==> src/rtl/sie_pkg.sv <==
// Shared types and constants for the Serial Interface Engine transmit and receive paths.
package sie_pkg;

   typedef enum logic [1:0] {
      IDLE,
      SHIFT,
      STUFF
   } tx_state_t;

   localparam logic        SIE_IDLE_LVL      = 1'b1;
   localparam int unsigned SIE_STUFF_RUN_DEF = 6;

endpackage

==> src/rtl/stuff_ctr.sv <==
// Ones-run counter with stuff request; the count includes the bit currently on the line.
module stuff_ctr
   import sie_pkg::*;
#(
   parameter int unsigned STUFF_EN  = 1,
   parameter int unsigned STUFF_RUN = SIE_STUFF_RUN_DEF
) (
   input  logic clk,
   input  logic rst,
   input  logic clr,
   input  logic bit_en,
   input  logic bit_in,
   output logic stuff_req
);

   logic [3:0] ones_q, ones_d;

   always_comb begin
      ones_d = ones_q;
      if (clr) begin
         ones_d = 4'd0;
      end else if (bit_en) begin
         if (!bit_in) begin
            ones_d = 4'd0;
         end else if (ones_q != 4'hf) begin
            // Saturate so long runs with stuffing disabled cannot wrap.
            ones_d = ones_q + 4'd1;
         end
      end
   end

   always_ff @(posedge clk or posedge rst) begin
      if (rst) begin
         ones_q <= 4'd0;
      end else begin
         ones_q <= ones_d;
      end
   end

   assign stuff_req = (STUFF_EN != 0) && (ones_q == 4'(STUFF_RUN));

endmodule

==> src/rtl/piso_tx_block.sv <==
// Parallel-in serial-out transmitter: LSB-first, registered outputs, optional bit stuffing.
module piso_tx_block
   import sie_pkg::*;
#(
   parameter int unsigned DATA_W    = 8,
   parameter int unsigned STUFF_EN  = 1,
   parameter int unsigned STUFF_RUN = SIE_STUFF_RUN_DEF
) (
   input  logic              clk,
   input  logic              rst,
   input  logic [DATA_W-1:0] par_ip,
   input  logic              par_valid,
   output logic              par_ready,
   output logic              ser_op,
   output logic              ser_en,
   output logic              stuff_flag,
   output logic              byte_done
);

   localparam int unsigned     CW       = $clog2(DATA_W);
   localparam logic [CW-1:0]   LAST_BIT = CW'(DATA_W - 1);

   // state_q describes what ser_op is showing right now.
   tx_state_t         state_q, state_d;
   logic [DATA_W-1:0] sr_q, sr_d;
   logic [CW-1:0]     bit_cnt_q, bit_cnt_d;
   logic              ser_op_d, ser_en_d, stuff_d, done_d;
   logic              is_last, accept, load, adv;
   logic              ctr_clr, ctr_en, stuff_req;

   assign is_last = (bit_cnt_q == LAST_BIT);
   assign accept  = par_valid && par_ready;

   assign par_ready = !rst && ((state_q == IDLE) ||
                               (state_q == SHIFT && is_last && !stuff_req) ||
                               (state_q == STUFF && is_last));

   always_comb begin
      state_d   = state_q;
      sr_d      = sr_q;
      bit_cnt_d = bit_cnt_q;
      ser_op_d  = SIE_IDLE_LVL;
      ser_en_d  = 1'b0;
      stuff_d   = 1'b0;
      done_d    = 1'b0;
      ctr_clr   = 1'b0;
      ctr_en    = 1'b0;
      load      = 1'b0;
      adv       = 1'b0;

      case (state_q)
         IDLE: begin
            if (accept) load = 1'b1;
         end
         SHIFT: begin
            if (stuff_req) begin
               state_d  = STUFF;
               ser_op_d = 1'b0;
               ser_en_d = 1'b1;
               stuff_d  = 1'b1;
               ctr_clr  = 1'b1;
            end else if (!is_last) begin
               adv = 1'b1;
            end else if (accept) begin
               load = 1'b1;
            end else begin
               state_d = IDLE;
            end
         end
         STUFF: begin
            if (!is_last) begin
               adv = 1'b1;
            end else if (accept) begin
               load = 1'b1;
            end else begin
               state_d = IDLE;
            end
         end
         default: state_d = IDLE;
      endcase

      if (load) begin
         sr_d      = par_ip;
         bit_cnt_d = '0;
         state_d   = SHIFT;
      end else if (adv) begin
         sr_d      = sr_q >> 1;
         bit_cnt_d = bit_cnt_q + 1'b1;
         state_d   = SHIFT;
      end

      if (load || adv) begin
         ser_op_d = sr_d[0];
         ser_en_d = 1'b1;
         done_d   = (bit_cnt_d == LAST_BIT);
         ctr_en   = 1'b1;
      end else if (state_d == IDLE) begin
         ctr_clr = 1'b1;
      end
   end

   always_ff @(posedge clk or posedge rst) begin
      if (rst) begin
         state_q    <= IDLE;
         sr_q       <= '0;
         bit_cnt_q  <= '0;
         ser_op     <= SIE_IDLE_LVL;
         ser_en     <= 1'b0;
         stuff_flag <= 1'b0;
         byte_done  <= 1'b0;
      end else begin
         state_q    <= state_d;
         sr_q       <= sr_d;
         bit_cnt_q  <= bit_cnt_d;
         ser_op     <= ser_op_d;
         ser_en     <= ser_en_d;
         stuff_flag <= stuff_d;
         byte_done  <= done_d;
      end
   end

   stuff_ctr #(
      .STUFF_EN  (STUFF_EN),
      .STUFF_RUN (STUFF_RUN)
   ) u_stuff_ctr (
      .clk       (clk),
      .rst       (rst),
      .clr       (ctr_clr),
      .bit_en    (ctr_en),
      .bit_in    (sr_d[0]),
      .stuff_req (stuff_req)
   );

endmodule

==> config.mk <==
export PLATFORM = sky130hd
export DESIGN_NAME = piso_tx_block
export DESIGN_NICKNAME = d
export VERILOG_FILES = /design/src/rtl/sie_pkg.sv /design/src/rtl/stuff_ctr.sv /design/src/rtl/piso_tx_block.sv
export SDC_FILE = /design/constraint.sdc
export NUM_CORES = 1
export LEC_CHECK = 0
export ABC_AREA = 1
export CORE_MARGIN = 2
export CORE_UTILIZATION = 40
export DETAILED_ROUTE_END_ITERATION = 10
export REMOVE_ABC_BUFFERS = 1
export SKIP_LAST_GASP = 1
export SYNTH_ARGS = -nofsm -noshare
export SYNTH_HDL_FRONTEND = slang
export SYNTH_HIERARCHICAL = 1
export SYNTH_SLANG_ARGS = --single-unit
==> constraint.sdc <==
create_clock -name clk -period 2.59 [get_ports clk]
set_input_delay 0.518 -clock clk [delete_from_list [all_inputs] [get_ports clk]]
set_output_delay 0.518 -clock clk [all_outputs]
set_load 0.03 [all_outputs]
==> run_summary.xml <==
<?xml version="1.0" encoding="UTF-8"?>
<metrics>
  <group name="cts">
    <metric name="clock-root-buffer" unit="">clkbuf_4</metric>
    <metric name="postCtsResizedCells" unit="">0</metric>
    <metric name="clock_tree.htree_level_count" unit="">1</metric>
    <metric name="cts_setup_buffers" unit="">0</metric>
    <metric name="clk_path_buf_depth" unit="">2</metric>
    <metric name="tritoncts" unit="">yes</metric>
    <metric name="postCtsHoldBufs" unit="">0</metric>
    <metric name="clkTransAtPathRegs" unit="ns">0.11</metric>
    <metric name="cts.sink_count" unit="">21</metric>
    <metric name="clkLatencyLatePin" unit="ns">0.30</metric>
    <metric name="tritoncts.num_buffers" unit="">3</metric>
  </group>
  <group name="timing">
    <metric name="rsz0062_at_grt" unit="">false</metric>
    <metric name="sum_of_negative_setup_slack" unit="ns">0</metric>
    <metric name="hold_violations" unit="">0</metric>
    <metric name="setup-violations-final" unit="">0</metric>
    <metric name="final_period_minus_worst_setup_slack" unit="ns">2.26</metric>
    <metric name="timing_worst_slew_pin_value" unit="ns">0.308</metric>
    <metric name="achievable-frequency" unit="MHz">442</metric>
    <metric name="max_slew_margin" unit="">0.794</metric>
    <metric name="final-max-slew-violation-count" unit="">0</metric>
    <metric name="post-route-period-util" unit="">0.875</metric>
    <metric name="worst_clock_skew" unit="ns">0.00439</metric>
  </group>
  <group name="detailed_routing">
    <metric name="first_pass_detailed_route_iteration_total" unit="">4</metric>
    <metric name="routed_via_density" unit="">4.80</metric>
    <metric name="drt.antenna.violating_nets" unit="">0</metric>
    <metric name="drt_drc_violations_left" unit="">0</metric>
    <metric name="drt-total-wl" unit="um">2270</metric>
    <metric name="drt_first_iter_violations" unit="">45</metric>
    <metric name="detailroute.via_count" unit="">989</metric>
    <metric name="avgRoutedWirePerCell" unit="um">11.0</metric>
  </group>
  <group name="power_and_ir_drop">
    <metric name="power.net_switching" unit="uW">518</metric>
    <metric name="peakVddDrop" unit="uV">350</metric>
    <metric name="power.combinational.fraction" unit="">0.493</metric>
    <metric name="pwr-share-seq" unit="">0.380</metric>
    <metric name="clkPwrFrac" unit="">0.128</metric>
    <metric name="power_density" unit="mW/mm^2">840</metric>
    <metric name="leakagePower" unit="uW">0.000778</metric>
    <metric name="swShare" unit="">0.423</metric>
    <metric name="power.internal" unit="uW">707</metric>
  </group>
  <group name="final_layout">
    <metric name="num-nets-final" unit="">193</metric>
    <metric name="seq_area" unit="sq um">527</metric>
    <metric name="stdcell_count" unit="">206</metric>
    <metric name="multi_input_area" unit="sq um">603</metric>
    <metric name="drive_gt1_frac" unit="">0.162</metric>
    <metric name="fillers" unit="">295</metric>
    <metric name="syn2layout_area_growth" unit="%">17.8</metric>
    <metric name="diodes" unit="">0</metric>
  </group>
  <group name="floorplanning">
    <metric name="floorplan.core_area" unit="sq mm">0.00300</metric>
    <metric name="start_util" unit="">0.413</metric>
    <metric name="die-width" unit="um">59.7</metric>
    <metric name="rows" unit="">20</metric>
    <metric name="floorplan.die_area" unit="sq mm">0.00356</metric>
    <metric name="die_h" unit="um">59.7</metric>
    <metric name="num_io_pins" unit="">16</metric>
  </group>
  <group name="global_routing">
    <metric name="grt_first_pass_wirelength" unit="um">4020</metric>
    <metric name="antenna_violations_before_repair" unit="">0</metric>
    <metric name="grt_start_max_net_pins" unit="">13</metric>
    <metric name="grt.overflow.total" unit="">0</metric>
    <metric name="groute.usage.overall" unit="">0.148</metric>
    <metric name="via_count_of_the_first_global_routing_pass" unit="">933</metric>
  </group>
  <group name="synthesis">
    <metric name="post_synth_xor_area_fraction" unit="">0</metric>
    <metric name="synth_top_family_by_area" unit="">simple AND/OR/NAND/NOR gates</metric>
    <metric name="post_synth_top_area_cell" unit="">dfrtp_1</metric>
    <metric name="syn-instance-count" unit="">153</metric>
    <metric name="synthTopCellsByArea" unit="">dfrtp_1, nand2_1, nand3_1</metric>
    <metric name="yosys_register_bits" unit="">21</metric>
    <metric name="synth_seq_area_share" unit="">0.425</metric>
    <metric name="post_synth_fa_ha_maj_area_fraction" unit="">0.0808</metric>
    <metric name="synth_compound_area_frac" unit="">0.0505</metric>
    <metric name="netlist_area" unit="sq mm">0.00124</metric>
    <metric name="synth_mux_area_frac" unit="">0.00808</metric>
    <metric name="count_of_yosys_warnings_during_synthesis" unit="">6</metric>
    <metric name="post_synthesis_share_of_cell_area_spent_on_and_or_nand_and_nor_gates" unit="">0.347</metric>
    <metric name="synth_largest_type_area_fraction" unit="">0.404</metric>
    <metric name="synthesis.area_per_instance" unit="sq um">8.10</metric>
    <metric name="synthDistinctLibCells" unit="">27</metric>
  </group>
  <group name="critical_path">
    <metric name="timing.critical_path.required" unit="ns">2.79</metric>
    <metric name="worstPathArrival" unit="ns">2.47</metric>
    <metric name="worst_path_most_repeated_cell" unit="">nand2_1</metric>
    <metric name="crit_fanout" unit="">11</metric>
    <metric name="worst_path_largest_cell_delay" unit="ns">0.44</metric>
    <metric name="list_of_cells_traversed_by_the_critical_path" unit="">inv_1 -&gt; ha_1 -&gt; nand2_1 -&gt; nor2_1 -&gt; inv_1 -&gt; nand3_1 -&gt; nand3_2 -&gt; nand4_4 -&gt; nand2_2 -&gt; inv_2 -&gt; nand3_1 -&gt; nand2_1 -&gt; nor2_1 -&gt; inv_1 -&gt; nor2_1 -&gt; nand2_1 -&gt; nand2_1</metric>
    <metric name="element_type_at_the_critical_path_start" unit="">flop</metric>
    <metric name="crit_path_top_delay_cell" unit="">dfrtp_1</metric>
    <metric name="cp_capture_type" unit="">flop</metric>
    <metric name="criticalPathCategory" unit="">flop to flop</metric>
  </group>
  <group name="placement">
    <metric name="estimated_wirelength_of_the_detail_placed_design" unit="um">1830</metric>
    <metric name="port_buffers" unit="">15</metric>
    <metric name="gp_congestion" unit="">0.870</metric>
    <metric name="numPlacedInstances" unit="">202</metric>
  </group>
  <group name="worst_hold_path">
    <metric name="holdCritPathClass" unit="">primary input to asynchronous set/reset pin</metric>
  </group>
  <group name="status">
    <metric name="status" unit="">finished, final reports clean</metric>
  </group>
  <group name="flow_run">
    <metric name="drv.max_cap_violation_count" unit="">0</metric>
  </group>
</metrics>
-- worst paths after layout --
kind | start | endpoint | slack [ns] | cells after the start
setup / recovery | u_stuff_ctr/ones_q[0] | u_stuff_ctr/ones_q[0] | 0.33 | 17
hold / removal | rst | u_stuff_ctr/ones_q[3] | 0.41 | 2
setup reg to reg | u_stuff_ctr/ones_q[0] | u_stuff_ctr/ones_q[0] | 0.33 | 17
hold reg to reg | sr_q[6] | sr_q[6] | 0.50 | 2
max in group asynchronous | rst | ser_op | 1.77 | 3
min in group clk | sr_q[6] | sr_q[6] | 0.50 | 2
-- final cells by class --
class	instances	share of cell area
clock buffer	3	0.0154
clock inverter	1	0.00343
inverter	26	0.0669
multi-input combinational	105	0.413
sequential	21	0.361
tap	33	0.0283
timing repair buffer	17	0.111
-- worst max-delay path, delay by kind of cell, from the launching register on --
family                   cells  cell delay (ns)
adder cells (fa/ha/maj)      1             0.13
buffers and inverters        4             0.40
flip-flops                   1             0.44
AND/OR/NAND/NOR             12             1.20
-- power groups by stage --
stage / combinational [uW] / clock (uW) / sequential, uW
2_1_floorplan: 442 / 0 / 486
4_1_cts: 610 / 165 / 465
5_1_grt: 691 / 181 / 476
3_3_place_gp: 603 / 0 / 470
3_5_place_dp: 612 / 0 / 471
6_report: 604 / 157 / 465
-- stage by stage --
step	setup slack [ns]	total power, uW	hold WS (ns)	cell area, sq um	utilization
6_report	0.325	1230	0.414	1460	0.486
3_5_place_dp	0.238	1080	0.473	1430	0.477
4_1_cts	0.318	1240	0.407	1460	0.486
2_1_floorplan	0.423	929	0.284	1230	-
5_1_grt	0.0829	1350	0.399	1460	0.486
3_3_place_gp	0.265	1070	0.474	1430	0.477
-- flip-flops by register name, summed over array words and instances (netlist names) --
name,cells
bit_cnt_q,3
byte_done,1
ser_en,1
ser_op,1
sr_q,8
state_q,2
stuff_flag,1
u_stuff_ctr/ones_q,4
-- kinds of logic (layout without fill, tap and decap cells) --
kind of cell,Yosys count,count (layout)
mux,1,1
buf+inv,27,47
simple gates,88,88
fa+ha+maj,8,8
compound gates,8,8
flops,21,21
-- synthesized netlist by cell type --
library cell and n:
nand2_2 6, dfrtp_1 20, inv_1 23, nor3_1 1
o21ai_0 2, nor3b_2 1, nor2_4 1, mux2i_1 1
o21ai_2 1, ha_1 8, inv_2 3, or2_2 1
nor2_2 3, or2_4 1, o211ai_2 1, nor2_1 12
buf_6 1, nand4_4 1, o211ai_1 1, nand3_2 1
a21boi_1 1, a22o_1 1, o21a_1 1, dfstp_2 1
nand2_1 38, nand3_1 21, or2_1 1
-- layer usage --
metal  wire length [um]  vias up  GRT usage  part of all wire
met1               1140      450      0.218              0.50
li1                   -      520          -                 -
met2               1010       17      0.216              0.44
met3                 99        2     0.0238             0.044
met4                 20        0     0.0603            0.0088
met5                  0        -          0                 0
-- placed cells by master (no fill, tap or decap), drive strengths merged --
cell type	netlist	routed
nand2	44	44
inv	26	26
nand3	22	22
dfrtp	20	20
nor2	16	16
clkdlybuf4s50	0	14
ha	8	8
clkbuf	0	3
buf	1	3
o21ai	3	3
or2	3	3
o211ai	2	2
nand4	1	1
o21a	1	1
mux2i	1	1
a21boi	1	1
nor3	1	1
a22o	1	1
clkinv	0	1
dfstp	1	1
nor3b	1	1
(Power assumes the default switching activity.)
